**src/rtl/program_loader_if.sv**
```systemverilog
// Bus bundle for the program loader: serial byte handshake, CPU memory
// request bus and the Memory port.
//   rx_valid/rx_data/rx_ready             : byte stream handshake
//   cpu_address/cpu_data/cpu_write_en     : CPU write request
//   mem_address/mem_data/mem_write_en     : Memory write port
// slave  = the loader's view, master = the environment's view.
interface program_loader_if #(
   parameter int unsigned ADDR_W = 17
);
   logic              rx_valid;
   logic [0:7]        rx_data;
   logic              rx_ready;
   logic [ADDR_W-1:0] cpu_address;
   logic [0:31]       cpu_data;
   logic [0:3]        cpu_write_en;
   logic [ADDR_W-1:0] mem_address;
   logic [0:31]       mem_data;
   logic [0:3]        mem_write_en;

   modport slave (
      input  rx_valid, rx_data, cpu_address, cpu_data, cpu_write_en,
      output rx_ready, mem_address, mem_data, mem_write_en
   );

   modport master (
      output rx_valid, rx_data, cpu_address, cpu_data, cpu_write_en,
      input  rx_ready, mem_address, mem_data, mem_write_en
   );
endinterface

```
**src/rtl/program_loader.sv**
```systemverilog
// Serial boot loader. Parses frames of the form
//   A5, ADDR_H, ADDR_L, CNT_H, CNT_L, 4*CNT data bytes, CSUM
// and writes every data byte into Memory as a single-lane write. Keeps the
// CPU in reset until a frame verifies, then hands the Memory port to the CPU.
// Ports:
//   clock    : system clock, rising edge
//   reset    : synchronous, active-low
//   bus      : program_loader_if.slave (rx handshake, CPU bus in, Memory port out)
//   cpu_hold : 1 = CPU held in reset
//   done     : frame loaded and checksum verified (sticky)
//   error    : checksum mismatch (sticky)
module program_loader #(
   parameter int unsigned ADDR_W  = 17,
   parameter int unsigned TIMEOUT = 65535
) (
   input  logic                   clock,
   input  logic                   reset,
   program_loader_if.slave        bus,
   output logic                   cpu_hold,
   output logic                   done,
   output logic                   error
);

   localparam int unsigned CNT_W  = 16;
   localparam int unsigned IDLE_W = 16;
   localparam logic [7:0]  SYNC   = 8'hA5;
   // Last idle count before expiry: a byte on the TIMEOUT-th cycle is too late.
   localparam logic [IDLE_W-1:0] IDLE_LAST = IDLE_W'((TIMEOUT == 0) ? 0 : TIMEOUT - 1);

   typedef enum logic [3:0] {
      S_HUNT, S_AH, S_AL, S_CH, S_CL, S_DATA, S_CSUM, S_DONE, S_ERROR
   } state_t;

   state_t            state_q, state_d;
   logic [ADDR_W-1:0] addr_q, addr_d;
   logic [CNT_W-1:0]  cnt_q, cnt_d;
   logic [1:0]        lane_q, lane_d;
   logic [7:0]        sum_q, sum_d;
   logic [IDLE_W-1:0] idle_q, idle_d;
   logic [0:3]        wen_q, wen_d;
   logic [0:31]       wdata_q, wdata_d;
   logic [ADDR_W-1:0] waddr_q, waddr_d;
   logic              hold_q, hold_d;
   logic              done_q, done_d;
   logic              error_q, error_d;

   logic [7:0]        rx_byte;
   logic              ready_c;
   logic              active_c;
   logic              expire_c;
   logic              accept_c;
   logic [CNT_W-1:0]  cnt_full_c;

   // State and datapath registers
   always_ff @(posedge clock) begin
      if (!reset) begin
         state_q <= S_HUNT;
         addr_q  <= '0;
         cnt_q   <= '0;
         lane_q  <= '0;
         sum_q   <= '0;
         idle_q  <= '0;
         wen_q   <= '0;
         wdata_q <= '0;
         waddr_q <= '0;
         hold_q  <= 1'b1;
         done_q  <= 1'b0;
         error_q <= 1'b0;
      end else begin
         state_q <= state_d;
         addr_q  <= addr_d;
         cnt_q   <= cnt_d;
         lane_q  <= lane_d;
         sum_q   <= sum_d;
         idle_q  <= idle_d;
         wen_q   <= wen_d;
         wdata_q <= wdata_d;
         waddr_q <= waddr_d;
         hold_q  <= hold_d;
         done_q  <= done_d;
         error_q <= error_d;
      end
   end

   // Frame parser, write generation and idle timeout
   always_comb begin
      state_d = state_q;
      addr_d  = addr_q;
      cnt_d   = cnt_q;
      lane_d  = lane_q;
      sum_d   = sum_q;
      idle_d  = '0;
      wen_d   = '0;
      wdata_d = wdata_q;
      waddr_d = waddr_q;
      hold_d  = hold_q;
      done_d  = done_q;
      error_d = error_q;

      rx_byte    = bus.rx_data;
      ready_c    = (state_q != S_DONE) && (state_q != S_ERROR);
      active_c   = ready_c && (state_q != S_HUNT);
      expire_c   = (TIMEOUT != 0) && active_c && (idle_q == IDLE_LAST);
      // Timeout wins over a byte offered in the same cycle.
      accept_c   = bus.rx_valid && ready_c && !expire_c;
      cnt_full_c = {cnt_q[15:8], rx_byte};

      if (active_c && !accept_c && !expire_c && (TIMEOUT != 0)) begin
         idle_d = idle_q + IDLE_W'(1);
      end

      if (expire_c) begin
         state_d = S_HUNT;
      end else if (accept_c) begin
         case (state_q)
            S_HUNT: begin
               if (rx_byte == SYNC) begin
                  state_d = S_AH;
                  addr_d  = '0;
                  cnt_d   = '0;
                  lane_d  = '0;
                  sum_d   = '0;
               end
            end
            S_AH: begin
               addr_d  = ADDR_W'({rx_byte, 8'h00});
               state_d = S_AL;
            end
            S_AL: begin
               addr_d  = addr_q | ADDR_W'(rx_byte);
               state_d = S_CH;
            end
            S_CH: begin
               cnt_d   = {rx_byte, 8'h00};
               state_d = S_CL;
            end
            S_CL: begin
               cnt_d   = cnt_full_c;
               state_d = (cnt_full_c == '0) ? S_CSUM : S_DATA;
            end
            S_DATA: begin
               wen_d[lane_q] = 1'b1;
               wdata_d       = {4{rx_byte}};
               waddr_d       = addr_q;
               sum_d         = sum_q + rx_byte;
               lane_d        = lane_q + 2'd1;
               // Word complete: advance address, leave after the last word.
               if (lane_q == 2'd3) begin
                  addr_d = addr_q + ADDR_W'(1);
                  cnt_d  = cnt_q - CNT_W'(1);
                  if (cnt_q == CNT_W'(1)) begin
                     state_d = S_CSUM;
                  end
               end
            end
            S_CSUM: begin
               if (rx_byte == sum_q) begin
                  state_d = S_DONE;
                  hold_d  = 1'b0;
                  done_d  = 1'b1;
               end else begin
                  state_d = S_ERROR;
                  error_d = 1'b1;
               end
            end
            default: begin
               state_d = state_q;
            end
         endcase
      end
   end

   assign bus.rx_ready = ready_c;
   assign cpu_hold     = hold_q;
   assign done         = done_q;
   assign error        = error_q;

   // Memory port owner: loader while the CPU is held, CPU afterwards.
   assign bus.mem_address  = hold_q ? waddr_q : bus.cpu_address;
   assign bus.mem_data     = hold_q ? wdata_q : bus.cpu_data;
   assign bus.mem_write_en = hold_q ? wen_q   : bus.cpu_write_en;

endmodule

```
**src/flat_wrapper.sv**
```systemverilog
// flat-port wrapper written by rule: the top's interface ports become plain ports
module program_loader_flat 
#(
   parameter int unsigned ADDR_W  = 17,
   parameter int unsigned TIMEOUT = 65535
)
  (clock, reset, cpu_hold, done, error, bus_rx_valid, bus_rx_data, bus_cpu_address, bus_cpu_data, bus_cpu_write_en, bus_rx_ready, bus_mem_address, bus_mem_data, bus_mem_write_en);
  program_loader_if #(.ADDR_W(ADDR_W)) bus_i ();
  input  logic clock;
  input  logic reset;
  output logic cpu_hold;
  output logic done;
  output logic error;
  input wire logic [$bits(bus_i.rx_valid)-1:0] bus_rx_valid;
  input wire logic [$bits(bus_i.rx_data)-1:0] bus_rx_data;
  input wire logic [$bits(bus_i.cpu_address)-1:0] bus_cpu_address;
  input wire logic [$bits(bus_i.cpu_data)-1:0] bus_cpu_data;
  input wire logic [$bits(bus_i.cpu_write_en)-1:0] bus_cpu_write_en;
  output wire logic [$bits(bus_i.rx_ready)-1:0] bus_rx_ready;
  output wire logic [$bits(bus_i.mem_address)-1:0] bus_mem_address;
  output wire logic [$bits(bus_i.mem_data)-1:0] bus_mem_data;
  output wire logic [$bits(bus_i.mem_write_en)-1:0] bus_mem_write_en;
  assign bus_i.rx_valid = bus_rx_valid;
  assign bus_i.rx_data = bus_rx_data;
  assign bus_i.cpu_address = bus_cpu_address;
  assign bus_i.cpu_data = bus_cpu_data;
  assign bus_i.cpu_write_en = bus_cpu_write_en;
  assign bus_rx_ready = bus_i.rx_ready;
  assign bus_mem_address = bus_i.mem_address;
  assign bus_mem_data = bus_i.mem_data;
  assign bus_mem_write_en = bus_i.mem_write_en;
  program_loader #(.ADDR_W(ADDR_W), .TIMEOUT(TIMEOUT)) u_core (.clock(clock), .reset(reset), .bus(bus_i), .cpu_hold(cpu_hold), .done(done), .error(error));
endmodule
```
**config.mk**
```make
export PLATFORM = sky130hd
export DESIGN_NAME = program_loader_flat
export DESIGN_NICKNAME = d
export VERILOG_FILES = /design/src/rtl/program_loader_if.sv /design/src/rtl/program_loader.sv /design/src/flat_wrapper.sv
export SDC_FILE = /design/constraint.sdc
export NUM_CORES = 1
export LEC_CHECK = 0
export ABC_AREA = 1
export CELL_PAD_IN_SITES_DETAIL_PLACEMENT = 1
export CELL_PAD_IN_SITES_GLOBAL_PLACEMENT = 1
export CORE_ASPECT_RATIO = 1.4
export CORE_MARGIN = 2
export CORE_UTILIZATION = 40
export CTS_BUF_LIST = sky130_fd_sc_hd__clkbuf_8
export DETAILED_ROUTE_END_ITERATION = 10
export PLACE_DENSITY_LB_ADDON = 0.25
export SYNTH_ARGS = -nofsm -noshare
export SYNTH_HDL_FRONTEND = slang
export SYNTH_SLANG_ARGS = --single-unit
```
**constraint.sdc**
```tcl
create_clock -name clock -period 2.6 [get_ports clock]
set_input_delay 0.52 -clock clock [delete_from_list [all_inputs] [get_ports clock]]
set_output_delay 0.52 -clock clock [all_outputs]
set_load 0.005 [all_outputs]
```
==> metrics.txt <==
worst-skew pair later-pin latency=roughly 0.38 ns; CP cell instances=buf_12 -> nor2_1 -> a21oi_1 -> clkdlybuf4s50_1; Final Instance Area=7730 um2; most common cell in the netlist=nand2_1; skew final=around 0.018 ns; Synth Register Bits=95; synthesized area=slightly above 6000 um2; Root Buffer=clkbuf_8; vias in the first global route=between 6,000 and 7,000; CTS clk-pin slew, worst paths=around 0.090 ns; largest cells by area after synthesis=dfxtp_1 31%, nand2_1 13%, nor2_1 11%, o21ai_0 9.2%, inv_1 8.3%; P_leak=3.34 nW; vias per cell=between 5 and 6; Yosys top cell area share=0.314; Setup crit end kind=primary output; P per Cell Area=around 480 nW/um2; kind of critical path=reg -> out; achievable frequency=around 420 MHz; synth cell count leaders=207 x nand2_1, 179 x nor2_1, 134 x inv_1; Synth Net Count=around 1,100; Ys Warns=0; initial antenna violation count=0; synth unique cells=37; Seq/Total Area, Yosys=0.314; max_cap viols=0; complex-gate fraction of the synthesized area=0.157; wl on met1=7990 um; worst min-delay path class=reg -> reg; number of synthesized flops with an enable pin=0; CTS tree=done; crit path launch=u_core.cpu_hold$_SDFFE_PN1P_; worst path required time=~2.1 ns; ant diodes=0; # DRC=0; multiplexer share of the synthesized area=0.00928; crit path launch type=register; TritonCTS Buffers=9; average cell area after synthesis=around 6 um2; Final Cycle Share=0.922; Site Rows=53; Final Hold Fails=0; non-filler cells, final=between 1,000 and 1,500; HPWL Detailed=~15,000 um; # clock sinks=95; initial DRC count=193; reg-to-reg critical path endpoint=u_core.idle_q[9]$_SDFF_PN0_; fraction of layout cells with a size suffix above 1=0.0638; total wire length=20,000 um; main combinational cell family by area after synthesis=simple AND/OR/NAND/NOR gates; CP peak stage delay=0.53 ns; dpl cells=1,289; Post-CTS Setup Bufs=0; Final GP Congestion=~0.87; Max Buffers Root-to-Sink=2; RSZ-0062 raised after global routing=false; Period minus WS final=2.40 ns; Area after DPL=roughly 7600 um2; Die H=150 um; I/O pins=121; Mapped Cells=a little under 1,000; fill cell count=2,035; Synth Area in XOR/XNOR=0.0231; largest area contributor in the netlist=dfxtp_1; die area=16,200 um2; normalized max-slew margin=0.562; Final Hold Slack=between 0.4 and 0.5 ns; core area=between 10,000 and 15,000 um2; Routed WL per cell=about 15 um; register area=around 1900 um2; worst ir drop on vdd=about 0.0003 V; global-route wire length before repair=32,700 um; GR Util All Layers=0.252; routed wl met2=a little over 10,000 um; final setup TNS=0 ns; Port Buf Inserts=between 100 and 150; ys flop type=dfxtp_1; Max Slew Vio Count=0; number of nets in the layout=roughly 1,200; Crit Path Max Fanout=34; simple-gate area share of the yosys netlist=0.346; metal3 WL=1080 um; R2R cell count=10; CTS H-Tree Depth=3; RR Startpoint=u_core.state_q[1]$_SDFFE_PP0P_; Die X=between 100 and 150 um; outcome=finished clean; Slew @ Worst Pin=~0.65 ns; Routed Antenna Nets=0; Initial DRT Pass Iterations=4; CP max stage cell=dfxtp_4; Critical Path End=bus_mem_address[13]; Final Setup Violations=0; Initial Util=0.406; largest net degree at the start of global routing=40; synthesis-to-layout area growth=27.5%; async set-or-reset flop fraction in the synthesized netlist=0; Synth Area in Adders=0.0363; flop2flop setup slack=0.42 ns; Multi-input gate area=between 3000 and 4000 um2; total grt overflow=0; DR vias=6,685; Top Layer Used=met4; CP Data Arrival Time=1.88 ns
[report_power, final]
group	total, mW	internal (mW)	leakage, nW	switching [mW]
registers	1.62	1.53	0.767	0.0943
clock network	0.915	0.370	0.0913	0.546
logic	1.18	0.455	2.48	0.730
total	3.72	2.35	3.34	1.37
[worst min path at each step]
stage	from	endpoint	slack, ns	cells after the start
finish	u_core.error$_SDFFE_PN0P_	u_core.error$_SDFFE_PN0P_	0.46	2
global route	u_core.error$_SDFFE_PN0P_	u_core.error$_SDFFE_PN0P_	0.50	2
CTS	u_core.error$_SDFFE_PN0P_	u_core.error$_SDFFE_PN0P_	0.47	2
detailed placement	u_core.error$_SDFFE_PN0P_	u_core.error$_SDFFE_PN0P_	0.45	2
global placement	u_core.error$_SDFFE_PN0P_	u_core.error$_SDFFE_PN0P_	0.45	2
floorplan	u_core.idle_q[0]$_SDFF_PN0_	u_core.idle_q[0]$_SDFF_PN0_	0.43	1
[kinds of logic after synthesis]
kind of cell,after synthesis
mux,5
flops,95
simple gates,496
fa+ha+maj,17
xor+xnor,16
buf+inv,171
compound gates,185
[metal layers]
| metal | track usage | vias to the layer above |
|---|---|---|
| met4 | 0.0917 | 0 |
| met2 | 0.482 | 156 |
| met3 | 0.0422 | 39 |
| met5 | 0 | - |
| met1 | 0.274 | 3124 |
| li1 | - | 3366 |
[area by class of cell]
class,instances,share of cell area
multi-input cells,719,0.448
flip-flops and latches,95,0.246
repair buffers,146,0.185
inverters,137,0.0665
well taps,192,0.0311
clock buffers,10,0.0178
clock inverters,6,0.00469
[cell usage in the layout, fill, tap and decap left out, types with 6 or more instances in the layout]
cell             Yosys  routed
a21oi_1             58      58
buf_4                2      23
clkbuf_8             0      10
clkdlybuf4s50_1      0     120
dfxtp_1             95      94
ha_1                16      16
inv_1              134     136
nand2_1            207     207
nand3_1             62      62
nand4_1             11      11
nor2_1             179     179
nor3_1               8       8
o21ai_0            111     111
o21bai_1             6       6
xnor2_1              8       8
xor2_1               8       8
[per-stage QoR]
step	utilization	power (mW)	worst slack, ns
after floorplan	-	2.36	0.792
after global placement	0.506	2.80	0.0854
after detailed placement	0.506	2.83	0.0579
after CTS	0.518	3.75	0.0158
after global routing	0.518	3.97	0.0891
final	0.518	3.72	0.203
[registers in the layout, indices dropped and copies added, names as in the netlist, 2 cells and up]
signal          cells
u_core.idle_q      16
u_core.wen_q        4
u_core.cnt_q       16
u_core.wdata_q      8
u_core.state_q      4
u_core.lane_q       2
u_core.waddr_q     17
u_core.sum_q        8
u_core.addr_q      17
[worst max-delay path: cells and delay by family (launching register included)]
kind | cells | cell delay, ns
AO/OA/AOI/OAI | 1 | 0.14
buffers and inverters | 2 | 0.75
flip-flops | 1 | 0.53
AND/OR/NAND/NOR | 1 | 0.07
[what timing repair did]
item | CTS | global route
setup endpoints to repair | 0 | 17
hold buffers | 0 | 0
resized for setup | 0 | 1
Note: power is estimated with default switching activity, not from simulation.
